<file path="config.mk">
export PLATFORM = sky130hd
export DESIGN_NAME = instr_encoder_loader_flat
export DESIGN_NICKNAME = d
export VERILOG_FILES = /design/src/rtl/instr_encoder_loader_if.sv /design/src/rtl/instr_encoder_loader.sv /design/src/flat_wrapper.sv
export SDC_FILE = /design/constraint.sdc
export NUM_CORES = 1
export LEC_CHECK = 0
export CAP_MARGIN = 20
export CELL_PAD_IN_SITES_DETAIL_PLACEMENT = 0
export CELL_PAD_IN_SITES_GLOBAL_PLACEMENT = 1
export CORE_MARGIN = 2
export CORE_UTILIZATION = 32
export CTS_CLUSTER_SIZE = 16
export DETAILED_ROUTE_END_ITERATION = 12
export GPL_ROUTABILITY_DRIVEN = 0
export HOLD_SLACK_MARGIN = 0.02
export PLACE_DENSITY_LB_ADDON = 0.1
export RECOVER_POWER = 25
export SYNTH_ARGS = -nofsm -noshare
export SYNTH_HDL_FRONTEND = slang
export SYNTH_SLANG_ARGS = --single-unit
export TNS_END_PERCENT = 10
</file>
<file path="constraint.sdc">
create_clock -name clk -period 3.4 [get_ports clk]
set_input_delay 0.68 -clock clk [delete_from_list [all_inputs] [get_ports clk]]
set_output_delay 0.68 -clock clk [all_outputs]
set_load 0.01 [all_outputs]
</file>
<file path="src/rtl/instr_encoder_loader_if.sv">
`default_nettype none
// +----------------------------------------------------------------------------+
// | Module      : instr_encoder_loader_if                                      |
// | Description : Descriptor, instruction-memory write and status signals of   |
// |               the instruction encoder/loader.                              |
// | Revision    : 1.0 - initial release                                        |
// +----------------------------------------------------------------------------+
interface instr_encoder_loader_if #(
    parameter int AW = 6
);
    logic          start;
    logic [AW-1:0] base_addr;
    logic          in_valid;
    logic          in_ready;
    logic [1:0]    in_kind;
    logic [3:0]    in_cond;
    logic [3:0]    in_cmd;
    logic          in_s;
    logic          in_i;
    logic          in_l;
    logic [3:0]    in_rn;
    logic [3:0]    in_rd;
    logic [11:0]   in_src2;
    logic [23:0]   in_imm24;
    logic          in_last;
    logic          imem_we;
    logic [AW-1:0] imem_addr;
    logic [31:0]   imem_wdata;
    logic          imem_ready;
    logic          busy;
    logic          done;
    logic          err;
    logic [1:0]    err_code;
    logic [AW:0]   count;

    modport master (
        output start, base_addr, in_valid, in_kind, in_cond, in_cmd, in_s, in_i, in_l,
               in_rn, in_rd, in_src2, in_imm24, in_last, imem_ready,
        input  in_ready, imem_we, imem_addr, imem_wdata, busy, done, err, err_code, count
    );

    modport slave (
        input  start, base_addr, in_valid, in_kind, in_cond, in_cmd, in_s, in_i, in_l,
               in_rn, in_rd, in_src2, in_imm24, in_last, imem_ready,
        output in_ready, imem_we, imem_addr, imem_wdata, busy, done, err, err_code, count
    );
endinterface
`default_nettype wire

</file>
<file path="src/rtl/instr_encoder_loader.sv">
`default_nettype none
// +----------------------------------------------------------------------------+
// | Module      : instr_encoder_loader                                         |
// | Description : Encodes field-level instruction descriptors into 32-bit      |
// |               words and writes them sequentially into instruction memory.  |
// |               Optional macro TERM_EN appends a halt word (B .) per session.|
// | Revision    : 1.0 - initial release                                        |
// +----------------------------------------------------------------------------+
module instr_encoder_loader #(
    parameter int AW = 6
) (
    input  logic                  clk,
    input  logic                  reset,
    instr_encoder_loader_if.slave bus
);
    localparam logic [AW-1:0] c_last_addr = {AW{1'b1}};
    localparam logic [AW-1:0] c_ptr_one   = {{(AW-1){1'b0}}, 1'b1};
    localparam logic [AW:0]   c_cnt_one   = {{AW{1'b0}}, 1'b1};
`ifdef TERM_EN
    localparam logic [31:0]   c_halt_word = 32'hEAFF_FFFE;
`endif

    typedef enum logic [2:0] {
        S_IDLE   = 3'd0,
        S_ACCEPT = 3'd1,
        S_WRITE  = 3'd2,
        S_TERM   = 3'd3,
        S_DONE   = 3'd4,
        S_ERROR  = 3'd5
    } state_t;

    state_t        r_state;
    state_t        w_next;
    logic [AW-1:0] r_ptr;
    logic [AW-1:0] r_addr;
    logic [AW:0]   r_count;
    logic [31:0]   r_wdata;
    logic          r_last;
    logic          r_full;
    logic          r_err;
    logic          r_done;
    logic [1:0]    r_err_code;
    logic [31:0]   w_word;
    logic          w_cmd_ok;
    logic [1:0]    w_chk_code;
    logic          w_in_ready;
    logic          w_busy;
    logic          w_we;

    // Descriptor encoding and the handshake-time error check
    always_comb begin
        w_cmd_ok   = 1'b0;
        w_word     = 32'h0;
        w_chk_code = 2'b00;
        case (bus.in_cmd)
            4'b0100, 4'b0010, 4'b0000, 4'b1100,
            4'b0101, 4'b0110, 4'b0111: w_cmd_ok = 1'b1;
            default:                   w_cmd_ok = 1'b0;
        endcase
        case (bus.in_kind)
            2'b00:   w_word = {bus.in_cond, 2'b00, bus.in_i, bus.in_cmd, bus.in_s,
                               bus.in_rn, bus.in_rd, bus.in_src2};
            2'b01:   w_word = {bus.in_cond, 2'b01, 5'b01100, bus.in_l,
                               bus.in_rn, bus.in_rd, bus.in_src2};
            2'b10:   w_word = {bus.in_cond, 4'b1010, bus.in_imm24};
            default: w_word = 32'h0;
        endcase
        if (bus.in_kind == 2'b11)
            w_chk_code = 2'b10;
        else if (bus.in_kind == 2'b00 && !w_cmd_ok)
            w_chk_code = 2'b01;
        else if (r_full)
            w_chk_code = 2'b11;
    end

    always_ff @(posedge clk) begin
        if (reset)
            r_state <= S_IDLE;
        else
            r_state <= w_next;
    end

    always_comb begin
        w_next     = r_state;
        w_in_ready = 1'b0;
        w_busy     = 1'b0;
        w_we       = 1'b0;
        case (r_state)
            S_IDLE, S_DONE, S_ERROR: begin
                if (bus.start)
                    w_next = S_ACCEPT;
            end
            S_ACCEPT: begin
                w_in_ready = 1'b1;
                w_busy     = 1'b1;
                if (bus.in_valid)
                    w_next = (w_chk_code == 2'b00) ? S_WRITE : S_ERROR;
            end
            S_WRITE: begin
                w_we   = 1'b1;
                w_busy = 1'b1;
                if (bus.imem_ready) begin
                    if (!r_last)
                        w_next = S_ACCEPT;
`ifdef TERM_EN
                    else if (r_addr == c_last_addr)
                        w_next = S_ERROR;
                    else
                        w_next = S_TERM;
`else
                    else
                        w_next = S_DONE;
`endif
                end
            end
            S_TERM: begin
                w_we   = 1'b1;
                w_busy = 1'b1;
                if (bus.imem_ready)
                    w_next = S_DONE;
            end
            default: w_next = S_IDLE;
        endcase
    end

    // The pointer saturates at the top slot; r_full remembers that slot is used
    always_ff @(posedge clk) begin
        if (reset) begin
            r_ptr      <= '0;
            r_addr     <= '0;
            r_count    <= '0;
            r_wdata    <= 32'h0;
            r_last     <= 1'b0;
            r_full     <= 1'b0;
            r_err      <= 1'b0;
            r_err_code <= 2'b00;
            r_done     <= 1'b0;
        end else begin
            r_done <= (w_next == S_DONE) && (r_state != S_DONE);
            case (r_state)
                S_IDLE, S_DONE, S_ERROR: begin
                    if (bus.start) begin
                        r_ptr      <= bus.base_addr;
                        r_count    <= '0;
                        r_full     <= 1'b0;
                        r_err      <= 1'b0;
                        r_err_code <= 2'b00;
                    end
                end
                S_ACCEPT: begin
                    if (bus.in_valid) begin
                        if (w_chk_code != 2'b00) begin
                            r_err      <= 1'b1;
                            r_err_code <= w_chk_code;
                        end else begin
                            r_addr  <= r_ptr;
                            r_wdata <= w_word;
                            r_last  <= bus.in_last;
                        end
                    end
                end
                S_WRITE, S_TERM: begin
                    if (bus.imem_ready) begin
                        r_count <= r_count + c_cnt_one;
                        if (r_ptr == c_last_addr)
                            r_full <= 1'b1;
                        else
                            r_ptr <= r_ptr + c_ptr_one;
`ifdef TERM_EN
                        if (r_state == S_WRITE && r_last) begin
                            if (r_ptr == c_last_addr) begin
                                r_err      <= 1'b1;
                                r_err_code <= 2'b11;
                            end else begin
                                r_addr  <= r_ptr + c_ptr_one;
                                r_wdata <= c_halt_word;
                            end
                        end
`endif
                    end
                end
                default: ;
            endcase
        end
    end

    assign bus.in_ready   = w_in_ready;
    assign bus.busy       = w_busy;
    assign bus.imem_we    = w_we;
    assign bus.imem_addr  = r_addr;
    assign bus.imem_wdata = r_wdata;
    assign bus.done       = r_done;
    assign bus.err        = r_err;
    assign bus.err_code   = r_err_code;
    assign bus.count      = r_count;
endmodule
`default_nettype wire

</file>
<file path="src/flat_wrapper.sv">
// flat-port wrapper written by rule: the top's interface ports become plain ports
module instr_encoder_loader_flat 
#(
    parameter int AW = 6
)
  (clk, reset, bus_start, bus_base_addr, bus_in_valid, bus_in_kind, bus_in_cond, bus_in_cmd, bus_in_s, bus_in_i, bus_in_l, bus_in_rn, bus_in_rd, bus_in_src2, bus_in_imm24, bus_in_last, bus_imem_ready, bus_in_ready, bus_imem_we, bus_imem_addr, bus_imem_wdata, bus_busy, bus_done, bus_err, bus_err_code, bus_count);
  instr_encoder_loader_if #(.AW(AW)) bus_i ();
  input  logic clk;
  input  logic reset;
  input wire logic [$bits(bus_i.start)-1:0] bus_start;
  input wire logic [$bits(bus_i.base_addr)-1:0] bus_base_addr;
  input wire logic [$bits(bus_i.in_valid)-1:0] bus_in_valid;
  input wire logic [$bits(bus_i.in_kind)-1:0] bus_in_kind;
  input wire logic [$bits(bus_i.in_cond)-1:0] bus_in_cond;
  input wire logic [$bits(bus_i.in_cmd)-1:0] bus_in_cmd;
  input wire logic [$bits(bus_i.in_s)-1:0] bus_in_s;
  input wire logic [$bits(bus_i.in_i)-1:0] bus_in_i;
  input wire logic [$bits(bus_i.in_l)-1:0] bus_in_l;
  input wire logic [$bits(bus_i.in_rn)-1:0] bus_in_rn;
  input wire logic [$bits(bus_i.in_rd)-1:0] bus_in_rd;
  input wire logic [$bits(bus_i.in_src2)-1:0] bus_in_src2;
  input wire logic [$bits(bus_i.in_imm24)-1:0] bus_in_imm24;
  input wire logic [$bits(bus_i.in_last)-1:0] bus_in_last;
  input wire logic [$bits(bus_i.imem_ready)-1:0] bus_imem_ready;
  output wire logic [$bits(bus_i.in_ready)-1:0] bus_in_ready;
  output wire logic [$bits(bus_i.imem_we)-1:0] bus_imem_we;
  output wire logic [$bits(bus_i.imem_addr)-1:0] bus_imem_addr;
  output wire logic [$bits(bus_i.imem_wdata)-1:0] bus_imem_wdata;
  output wire logic [$bits(bus_i.busy)-1:0] bus_busy;
  output wire logic [$bits(bus_i.done)-1:0] bus_done;
  output wire logic [$bits(bus_i.err)-1:0] bus_err;
  output wire logic [$bits(bus_i.err_code)-1:0] bus_err_code;
  output wire logic [$bits(bus_i.count)-1:0] bus_count;
  assign bus_i.start = bus_start;
  assign bus_i.base_addr = bus_base_addr;
  assign bus_i.in_valid = bus_in_valid;
  assign bus_i.in_kind = bus_in_kind;
  assign bus_i.in_cond = bus_in_cond;
  assign bus_i.in_cmd = bus_in_cmd;
  assign bus_i.in_s = bus_in_s;
  assign bus_i.in_i = bus_in_i;
  assign bus_i.in_l = bus_in_l;
  assign bus_i.in_rn = bus_in_rn;
  assign bus_i.in_rd = bus_in_rd;
  assign bus_i.in_src2 = bus_in_src2;
  assign bus_i.in_imm24 = bus_in_imm24;
  assign bus_i.in_last = bus_in_last;
  assign bus_i.imem_ready = bus_imem_ready;
  assign bus_in_ready = bus_i.in_ready;
  assign bus_imem_we = bus_i.imem_we;
  assign bus_imem_addr = bus_i.imem_addr;
  assign bus_imem_wdata = bus_i.imem_wdata;
  assign bus_busy = bus_i.busy;
  assign bus_done = bus_i.done;
  assign bus_err = bus_i.err;
  assign bus_err_code = bus_i.err_code;
  assign bus_count = bus_i.count;
  instr_encoder_loader #(.AW(AW)) u_core (.clk(clk), .reset(reset), .bus(bus_i));
endmodule
</file>
==> flow_metrics.tcl, run 1 <==
set metrics [dict create \
    fp.coreArea_mm2 0.00826 \
    finalNetCount 500 \
    portBuffers 120 \
    synth_largest_area_cell "dfxtp_1" \
    grt_pass1_wl_um 12300 \
    die_area_mm2 0.00928 \
    grt_util_all_layers_pct 17.2 \
    dpl.hpwl_um 5520 \
    path_class "flip-flop to primary output" \
    grt_max_degree 43 \
    grt_antenna_before_repair 0 \
    synth_xor_area_share_pct 1.28 \
    antennaDiodeCount 0 \
    cap_violations 0 \
    synth.area.top_cells "dfxtp_1 44%, nor2_1 6.5%, a222oi_1 5.9%, a21oi_1 5.5%, nand2_1 5.5%" \
    synth_edf_count 0 \
    required_ns 2.72 \
    overflow 0 \
    dr.pass1.iters 5 \
    path_clk_slew_ns 0.07 \
    p_leak_nw 1.58 \
    run_status "finished clean" \
    clock-root-buffer "clkbuf_8" \
    die_x_um 96.3 \
    die_h_um 96.3 \
    cts_hold_buf 0 \
    netlist_area_mm2 0.00273 \
    vias_per_cell 5.03 \
    synth_cell_types 52 \
    timing.slew.headroom_pct 46.0 \
    period_needed_ns 2.58 \
    grt_setup_unrepaired "no" \
    drtAntennaViolNets 0 \
    ys_seq_area_share_pct 44.0 \
    rows 33 \
    cts_tree "yes" \
    synth_compound_area_share_pct 24.1 \
    synth_top_family_by_area "compound AO/OA/AOI/OAI gates" \
    crit_buf_inv 2 \
    syn_area_per_cell_um2 8.75 \
    crit_family "buffers and inverters" \
    layout-drive-gt1-share_pct 8.99 \
    synthFlopType "dfxtp_1" \
    yosys.area_share.simple_pct 23.0 \
    crit_path_start_kind "flip-flop" \
    via_count 2709 \
    p_per_area_mw_per_mm2 407 \
    ctsResizeCount 0 \
    period_share_pct 75.9 \
    utilization_pct 51.0 \
    cpMaxStageDelayCell "clkdlybuf4s50_1" \
    ys_ff_latch 60 \
    fillCellCount 824 \
    clk-insertion-delay-late_ns 0.34 \
    max_freq_mhz 387 \
    cts-buffers-inserted 9 \
    hold_violations 0 \
    endpoint_kind "primary output" \
    drc 0 \
    grt_pass1_vias 2613 \
    drv_slew 0 \
    finalWirelength_um 7940 \
    peakVddDrop_mv 0.202 \
    drtIter0Drc 170 \
    finClkSkew_ns 0.00467 \
    final.setup.tns_ns 0 \
    finalSetupViolations 0 \
    critPathArrivalTime_ns 1.90 \
    synth_mux_area_share_pct 1.93 \
    clock_sinks 60 \
    hp-class "flip-flop to flip-flop" \
    ys_warn_count 0 \
    start_util_pct 33.0 \
    critical_path_peak_fanout 12 \
    synth_fa_ha_area_share_pct 0.917 \
    syn_nets 383 \
    synth_top_area_share_pct 44.0 \
    htree_levels 3 \
    area_delta_synth_final_pct 54.2 \
    tightest_slew_ns 0.810 \
    cp_cell_sequence "or2b_1 > inv_1 > clkdlybuf4s50_1" \
    ys_async_sr_fraction_pct 0 \
    io_pins 121 \
    postCtsSetupBuffers 0 \
    syn_inst 312 \
    clockBufferDepth 2 \
    cp_slowest_stage_delay_ns 0.54 \
    wl_per_cell_um 14.7 \
]
## kinds of logic (layout without fill, tap and decap cells)
group | after synthesis | in the layout
xor+xnor | 4 | 4
buf+inv | 26 | 148
compound gates | 87 | 87
flops | 60 | 60
mux | 5 | 5
simple gates | 128 | 128
fa+ha+maj | 2 | 2
## stage by stage
step / power [mW] / setup slack (ns) / instances / hold WS, ns / cell area [um2]
after floorplan: 0.901 / 1.49 / 312 / 0.437 / 2730
after global placement: 1.06 / 0.728 / 523 / 0.442 / 4010
after detailed placement: 1.06 / 0.656 / 523 / 0.445 / 4010
after CTS: 1.74 / 0.787 / 539 / 0.456 / 4210
after global routing: 1.79 / 0.662 / 539 / 0.476 / 4210
final: 1.71 / 0.818 / 539 / 0.449 / 4210
## power breakdown
group	internal [mW]	switching, mW
logic	0.159	0.125
clock network	0.377	0.299
registers	0.730	0.0234
## sequential cells by signal, summed over array words and instances, names as in the netlist
register,cells
u_core.bus.count,7
u_core.bus.done,1
u_core.bus.err,1
u_core.bus.err_code,2
u_core.bus.imem_addr,6
u_core.bus.imem_wdata,32
u_core.r_full,1
u_core.r_last,1
u_core.r_ptr,6
u_core.r_state,3
## worst paths after layout
check,startpoint,endpoint,slack [ns],cells past startpoint
hold reg to reg,u_core.bus.imem_wdata[24],u_core.bus.imem_wdata[24],0.45,2
setup / recovery,u_core.r_state[1],bus_imem_we,0.82,3
hold / removal,u_core.bus.imem_wdata[24],u_core.bus.imem_wdata[24],0.45,2
setup reg to reg,u_core.r_state[1],u_core.bus.imem_wdata[14],1.41,6
## cell usage after synthesis (3+ instances only)
cell,n
a22oi_2,4
o21ai_0,8
a222oi_1,16
or3_1,3
nand3_1,3
nand2_1,40
xor2_1,4
buf_2,5
nand3b_1,5
a31oi_1,5
nand2b_1,7
nor2_1,47
buf_6,3
a21oi_2,5
mux2i_1,3
inv_1,6
dfxtp_1,60
and3_1,3
a21oi_1,30
clkbuf_1,11
nor3_1,3
## worst reg2reg max path: stages (launching register included)
cell	delay [ns]
dfxtp_1	0.39
nand2b_4	0.19
or3b_4	0.46
nor4b_4	0.27
buf_4	0.32
a22oi_2	0.14
a21oi_2	0.15
## cells in the final DEF, fill, tap and decap left out, drive strengths merged, types with 6 or more instances in the layout
master	netlist	layout
clkbuf	11	12
a222oi	16	16
nand2b	8	8
dfxtp	60	60
dlygate4sd3	0	26
nor2	47	47
buf	9	7
clkdlybuf4s50	0	93
inv	6	6
o21ai	9	9
a21oi	35	35
nand2	40	40
## cell type report
cell class | instances | area, um2 | share of cell area, %
Multi-Input combinational cell | 226 | 1400 | 33.2
Timing Repair Buffer | 126 | 1250 | 29.8
Sequential cell | 60 | 1200 | 28.5
Clock buffer | 12 | 155 | 3.69
Tap cell | 105 | 131 | 3.12
Clock inverter | 4 | 47.5 | 1.13
Inverter | 6 | 22.5 | 0.535
## metal layers
metal	GRT usage (%)	vias to the layer above	share of wire, %
li1	-	1363	-
met1	20.3	1248	43
met2	27.5	91	47
met3	9.08	7	9.4
met4	4.46	0	0.93
met5	0	-	0
Power figures use the tool's default switching activity.
==> run 2: changes to the inputs <==
--- a/config.mk
+++ b/config.mk
@@ -9,7 +9,7 @@
 export CELL_PAD_IN_SITES_DETAIL_PLACEMENT = 0
 export CELL_PAD_IN_SITES_GLOBAL_PLACEMENT = 1
 export CORE_MARGIN = 2
-export CORE_UTILIZATION = 32
+export CORE_UTILIZATION = 27
 export CTS_CLUSTER_SIZE = 16
 export DETAILED_ROUTE_END_ITERATION = 12
 export GPL_ROUTABILITY_DRIVEN = 0
==> constraint.sdc (replaced) <==
create_clock -name clk -period 2.22 [get_ports clk]
set_input_delay 0.444 -clock clk [delete_from_list [all_inputs] [get_ports clk]]
set_output_delay 0.444 -clock clk [all_outputs]
set_load 0.01 [all_outputs]
==> flow_metrics.tcl, run 2 (synthesis results as in run 1) <==
set metrics [dict create \
    drtAntennaViolNets 0 \
    required_ns 1.78 \
    hold_depth 2 \
    dpl.hpwl_um 6320 \
    antennaDiodeCount 0 \
    max_freq_mhz 477 \
    cp_cell_sequence "or2b_1 > inv_1 > clkdlybuf4s50_1" \
    finClkSkew_ns 0.0101 \
    grt_setup_unrepaired "no" \
    timing.reg2reg.worst_path_depth 6 \
    crit_path_start_kind "flip-flop" \
    io_pins 121 \
    place_ws_ns 0.00896 \
    hold_ws_ns 0.451 \
    largest_reg_flops 32 \
    final.setup.tns_ns 0 \
    clockBufferDepth 2 \
    final_common_cell "clkdlybuf4s50_1" \
    run_status "finished clean" \
    clk-insertion-delay-late_ns 0.33 \
    ctsResizeCount 0 \
    layout-drive-gt1-share_pct 12.2 \
    finalPower_mw 2.59 \
    path_depth 3 \
    overflow 0 \
    via_count 2800 \
    area_delta_synth_final_pct 60.5 \
    finalNetCount 518 \
    postCtsSetupBuffers 0 \
    cpMaxStageDelayCell "clkdlybuf4s50_1" \
    hp-class "flip-flop to flip-flop" \
    wl_per_cell_um 14.8 \
    tightest_slew_ns 0.493 \
    hold_violations 0 \
    critPathArrivalTime_ns 1.65 \
    grt_util_all_layers_pct 16.1 \
    drc 0 \
    cts-buffers-inserted 9 \
    critical_path_peak_fanout 11 \
    crit_buf_inv 2 \
    regToRegSetupSlack_ns 0.38 \
    finalWirelength_um 8690 \
    rows 36 \
    clock_sinks 60 \
    fin_cells 585 \
    finalSetupViolations 0 \
    place_inst 569 \
    portBuffers 120 \
    period_share_pct 94.4 \
    timing.slew.headroom_pct 66.8 \
    cp_slowest_stage_delay_ns 0.54 \
    crit_family "buffers and inverters" \
    grt_pass1_wl_um 14200 \
    cts_hold_buf 0 \
    cap_violations 0 \
    fp.coreArea_mm2 0.00977 \
    die_x_um 105 \
    cts_tree "yes" \
    drv_slew 0 \
    htree_levels 3 \
    die_area_mm2 0.0109 \
    fin_ws_ns 0.125 \
    peakVddDrop_mv 0.198 \
    grt_pass1_vias 2753 \
    p_leak_nw 1.63 \
    path_class "flip-flop to primary output" \
    die_h_um 105 \
    path_clk_slew_ns 0.07 \
    grt_antenna_before_repair 0 \
    drtIter0Drc 149 \
    clock-root-buffer "clkbuf_8" \
    grt_max_degree 24 \
    layout.cells.most_common_list "99 x clkdlybuf4s50_1, 59 x dfxtp_1, 47 x nor2_1, 40 x nand2_1, 30 x a21oi_1" \
    dr.pass1.iters 5 \
    endpoint_kind "primary output" \
    vias_per_cell 4.79 \
    period_needed_ns 2.10 \
    start_util_pct 27.9 \
    p_per_area_mw_per_mm2 591 \
]
[run 2: layout make-up]
cell class / count / area [um2]
fillers: 1011 / 5400
repair buffers: 144 / 1410
multi-input cells: 226 / 1400
flip-flops and latches: 60 / 1200
well taps: 133 / 166
clock buffers: 11 / 131
clock inverters: 5 / 52.6
inverters: 6 / 22.5
[run 2: final timing paths]
check | startpoint | end
max | u_core.r_state[2] | bus_imem_we
min | u_core.bus.imem_wdata[25] | u_core.bus.imem_wdata[25]
min reg2reg | u_core.bus.imem_wdata[25] | u_core.bus.imem_wdata[25]
max reg2reg | u_core.r_state[0] | u_core.bus.imem_wdata[25]
[run 2: worst min-delay path, cell delays in order, from the launching register on]
cell and delay, ns:
dfxtp_1 0.31, nand2_1 0.05, a21oi_1 0.05
[run 2: stage by stage]
step	util [%]	cell area [um2]
after floorplan	-	2730
after CTS	44.9	4390
after global placement	43.0	4200
after detailed placement	43.0	4200
after global routing	44.8	4380
final	44.8	4380
[run 2: power breakdown]
part           switching, mW  internal, mW
Clock                  0.448         0.514
Combinational          0.205         0.268
Sequential            0.0358          1.12
[run 2: per-layer routing]
| metal | vias up | GRT usage (%) | part of all wire, % |
|---|---|---|---|
| met4 | 0 | 6.37 | 1.1 |
| met1 | 1313 | 20.9 | 47 |
| met5 | - | 0 | 0 |
| li1 | 1405 | - | - |
| met3 | 8 | 4.12 | 5.4 |
| met2 | 74 | 25.6 | 46 |
==> run 3: changes to the inputs <==
--- a/config.mk
+++ b/config.mk
@@ -9,10 +9,11 @@
 export CELL_PAD_IN_SITES_DETAIL_PLACEMENT = 0
 export CELL_PAD_IN_SITES_GLOBAL_PLACEMENT = 1
 export CORE_MARGIN = 2
-export CORE_UTILIZATION = 27
-export CTS_CLUSTER_SIZE = 16
+export CORE_UTILIZATION = 32
+export CTS_CLUSTER_SIZE = 25
 export DETAILED_ROUTE_END_ITERATION = 12
 export GPL_ROUTABILITY_DRIVEN = 0
+export GPL_TIMING_DRIVEN = 0
 export HOLD_SLACK_MARGIN = 0.02
 export PLACE_DENSITY_LB_ADDON = 0.1
 export RECOVER_POWER = 25
==> constraint.sdc (replaced) <==
create_clock -name clk -period 2.5 [get_ports clk]
set_input_delay 0.5 -clock clk [delete_from_list [all_inputs] [get_ports clk]]
set_output_delay 0.5 -clock clk [all_outputs]
set_load 0.01 [all_outputs]
==> flow_metrics.tcl, run 3 (synthesis results as in run 1) <==
set metrics [dict create \
    htree_levels 3 \
    die_area_mm2 0.00928 \
    portBuffers 120 \
    layout-drive-gt1-share_pct 9.66 \
    finalPower_mw 2.36 \
    grt_pass1_vias 2759 \
    drv_slew 0 \
    clockBufferDepth 2 \
    dr.pass1.iters 8 \
    clock_power_share_pct 39.7 \
    overflow 0 \
    fp.coreArea_mm2 0.00826 \
    peakVddDrop_mv 0.313 \
    p_seq_share_pct 43.4 \
    postCtsSetupBuffers 0 \
    clock-root-buffer "clkbuf_8" \
    rows 33 \
    endpoint_kind "primary output" \
    switching_share_pct 24.8 \
    p_leak_nw 1.61 \
    cpMaxStageDelayCell "clkdlybuf4s50_1" \
    cts_hold_buf 0 \
    drtAntennaViolNets 0 \
    start_util_pct 33.0 \
    cts-buffers-inserted 9 \
    p_per_area_mw_per_mm2 551 \
    clock_sinks 60 \
    run_status "finished clean" \
    p_int_mw 1.77 \
    final.setup.tns_ns 0 \
    final_common_cell "clkdlybuf4s50_1" \
    hp-class "flip-flop to flip-flop" \
    grt_pass1_wl_um 13300 \
    drtIter0Drc 125 \
    cts_tree "yes" \
    switching_power_mw 0.584 \
    critical_path_peak_fanout 12 \
    via_count 2791 \
    die_x_um 96.3 \
    finalSetupViolations 0 \
    grt_antenna_before_repair 0 \
    cp_slowest_stage_delay_ns 0.53 \
    die_h_um 96.3 \
    max_freq_mhz 429 \
    hold_violations 0 \
    finalWirelength_um 8420 \
    crit_buf_inv 3 \
    vias_per_cell 5.07 \
    timing.slew.headroom_pct 57.8 \
    crit_family "buffers and inverters" \
    critPathArrivalTime_ns 1.83 \
    fillCellCount 826 \
    finalNetCount 513 \
    tightest_slew_ns 0.633 \
    period_share_pct 93.3 \
    dpl.hpwl_um 6260 \
    antennaDiodeCount 0 \
    wl_per_cell_um 15.3 \
    drc 0 \
    path_clk_slew_ns 0.06 \
    period_needed_ns 2.33 \
    cp_cell_sequence "clkbuf_1 > or2b_4 > inv_1 > clkdlybuf4s50_1" \
    clk-insertion-delay-late_ns 0.34 \
    finClkSkew_ns 0.00457 \
    pwr-share-comb_pct 16.9 \
    crit_path_start_kind "flip-flop" \
    path_class "flip-flop to primary output" \
    cap_violations 0 \
    grt_util_all_layers_pct 18.9 \
    required_ns 2.00 \
    area_delta_synth_final_pct 56.6 \
    largest_reg_flops 32 \
    layout.cells.most_common_list "94 x clkdlybuf4s50_1, 60 x dfxtp_1, 47 x nor2_1, 40 x nand2_1, 30 x a21oi_1" \
    io_pins 121 \
    grt_max_degree 13 \
    ctsResizeCount 1 \
    hold_ws_ns 0.450 \
    grt_setup_unrepaired "no" \
]
==> run 3: changes by cell type in the layout (fill, tap and decap cells not counted), sizes merged <==
| cell | delta |
|---|---|
| clkbuf | +9 |
| buf | -13 |
| clkdlybuf4s50 | -5 |
| dlygate4sd3 | +6 |
| clkinvlp | -1 |
| clkinv | -3 |
==> run 3: power groups by stage <==
stage | logic [mW] | registers, mW | clock network (mW)
after floorplan | 0.175 | 1.05 | 0
after global placement | 0.405 | 1.04 | 0
after detailed placement | 0.407 | 1.04 | 0
after CTS | 0.409 | 1.02 | 0.954
after global routing | 0.439 | 1.03 | 1.00
final | 0.399 | 1.02 | 0.934
==> run 3: cell type report <==
cell class | instances | area [um2] | area share (%)
clock inverters | 1 | 30.0 | 0.703
multi-input cells | 226 | 1400 | 32.8
inverters | 6 | 22.5 | 0.527
plain buffers | 19 | 106 | 2.49
clock buffers | 13 | 179 | 4.19
well taps | 105 | 131 | 3.07
repair buffers | 120 | 1200 | 28.1
flip-flops and latches | 60 | 1200 | 28.1
==> run 3: routing by layer <==
| layer | wire length [um] | global-route usage (%) | up-vias |
|---|---|---|---|
| met4 | 124 | 7.98 | 0 |
| met5 | 0 | 0 | - |
| met3 | 654 | 6.42 | 11 |
| met2 | 4000 | 30.2 | 100 |
| met1 | 3640 | 23.1 | 1292 |
| li1 | - | - | 1388 |
==> run 3: worst reg2reg max path, stage by stage (launching register included) <==
cell and delay [ns]:
dfxtp_1 0.32, clkbuf_1 0.33, nor2b_1 0.12, o21ai_0 0.49, nand4_1 0.24, or3_1 0.35, a21oi_1 0.14
==> run 3: metrics by stage <==
step | setup slack [ns] | util (%) | area (um2) | cells
4_1_cts | 0.0808 | 51.7 | 4270 | 550
3_3_place_gp | -0.305 | 49.2 | 4060 | 537
3_5_place_dp | -0.286 | 49.2 | 4060 | 537
5_1_grt | 0.0155 | 51.7 | 4270 | 550
6_report | 0.168 | 51.7 | 4270 | 550
2_1_floorplan | 0.717 | - | 2730 | 312
==> run 3: final timing paths <==
kind              cells after the start  slack, ns                      end                    start
setup / recovery                      4       0.17              bus_imem_we        u_core.r_state[2]
hold / removal                        2       0.45  u_core.bus.imem_addr[3]  u_core.bus.imem_addr[3]
setup reg to reg                      6       0.44      u_core.bus.count[6]        u_core.r_state[2]
hold reg to reg                       2       0.45  u_core.bus.imem_addr[3]  u_core.bus.imem_addr[3]
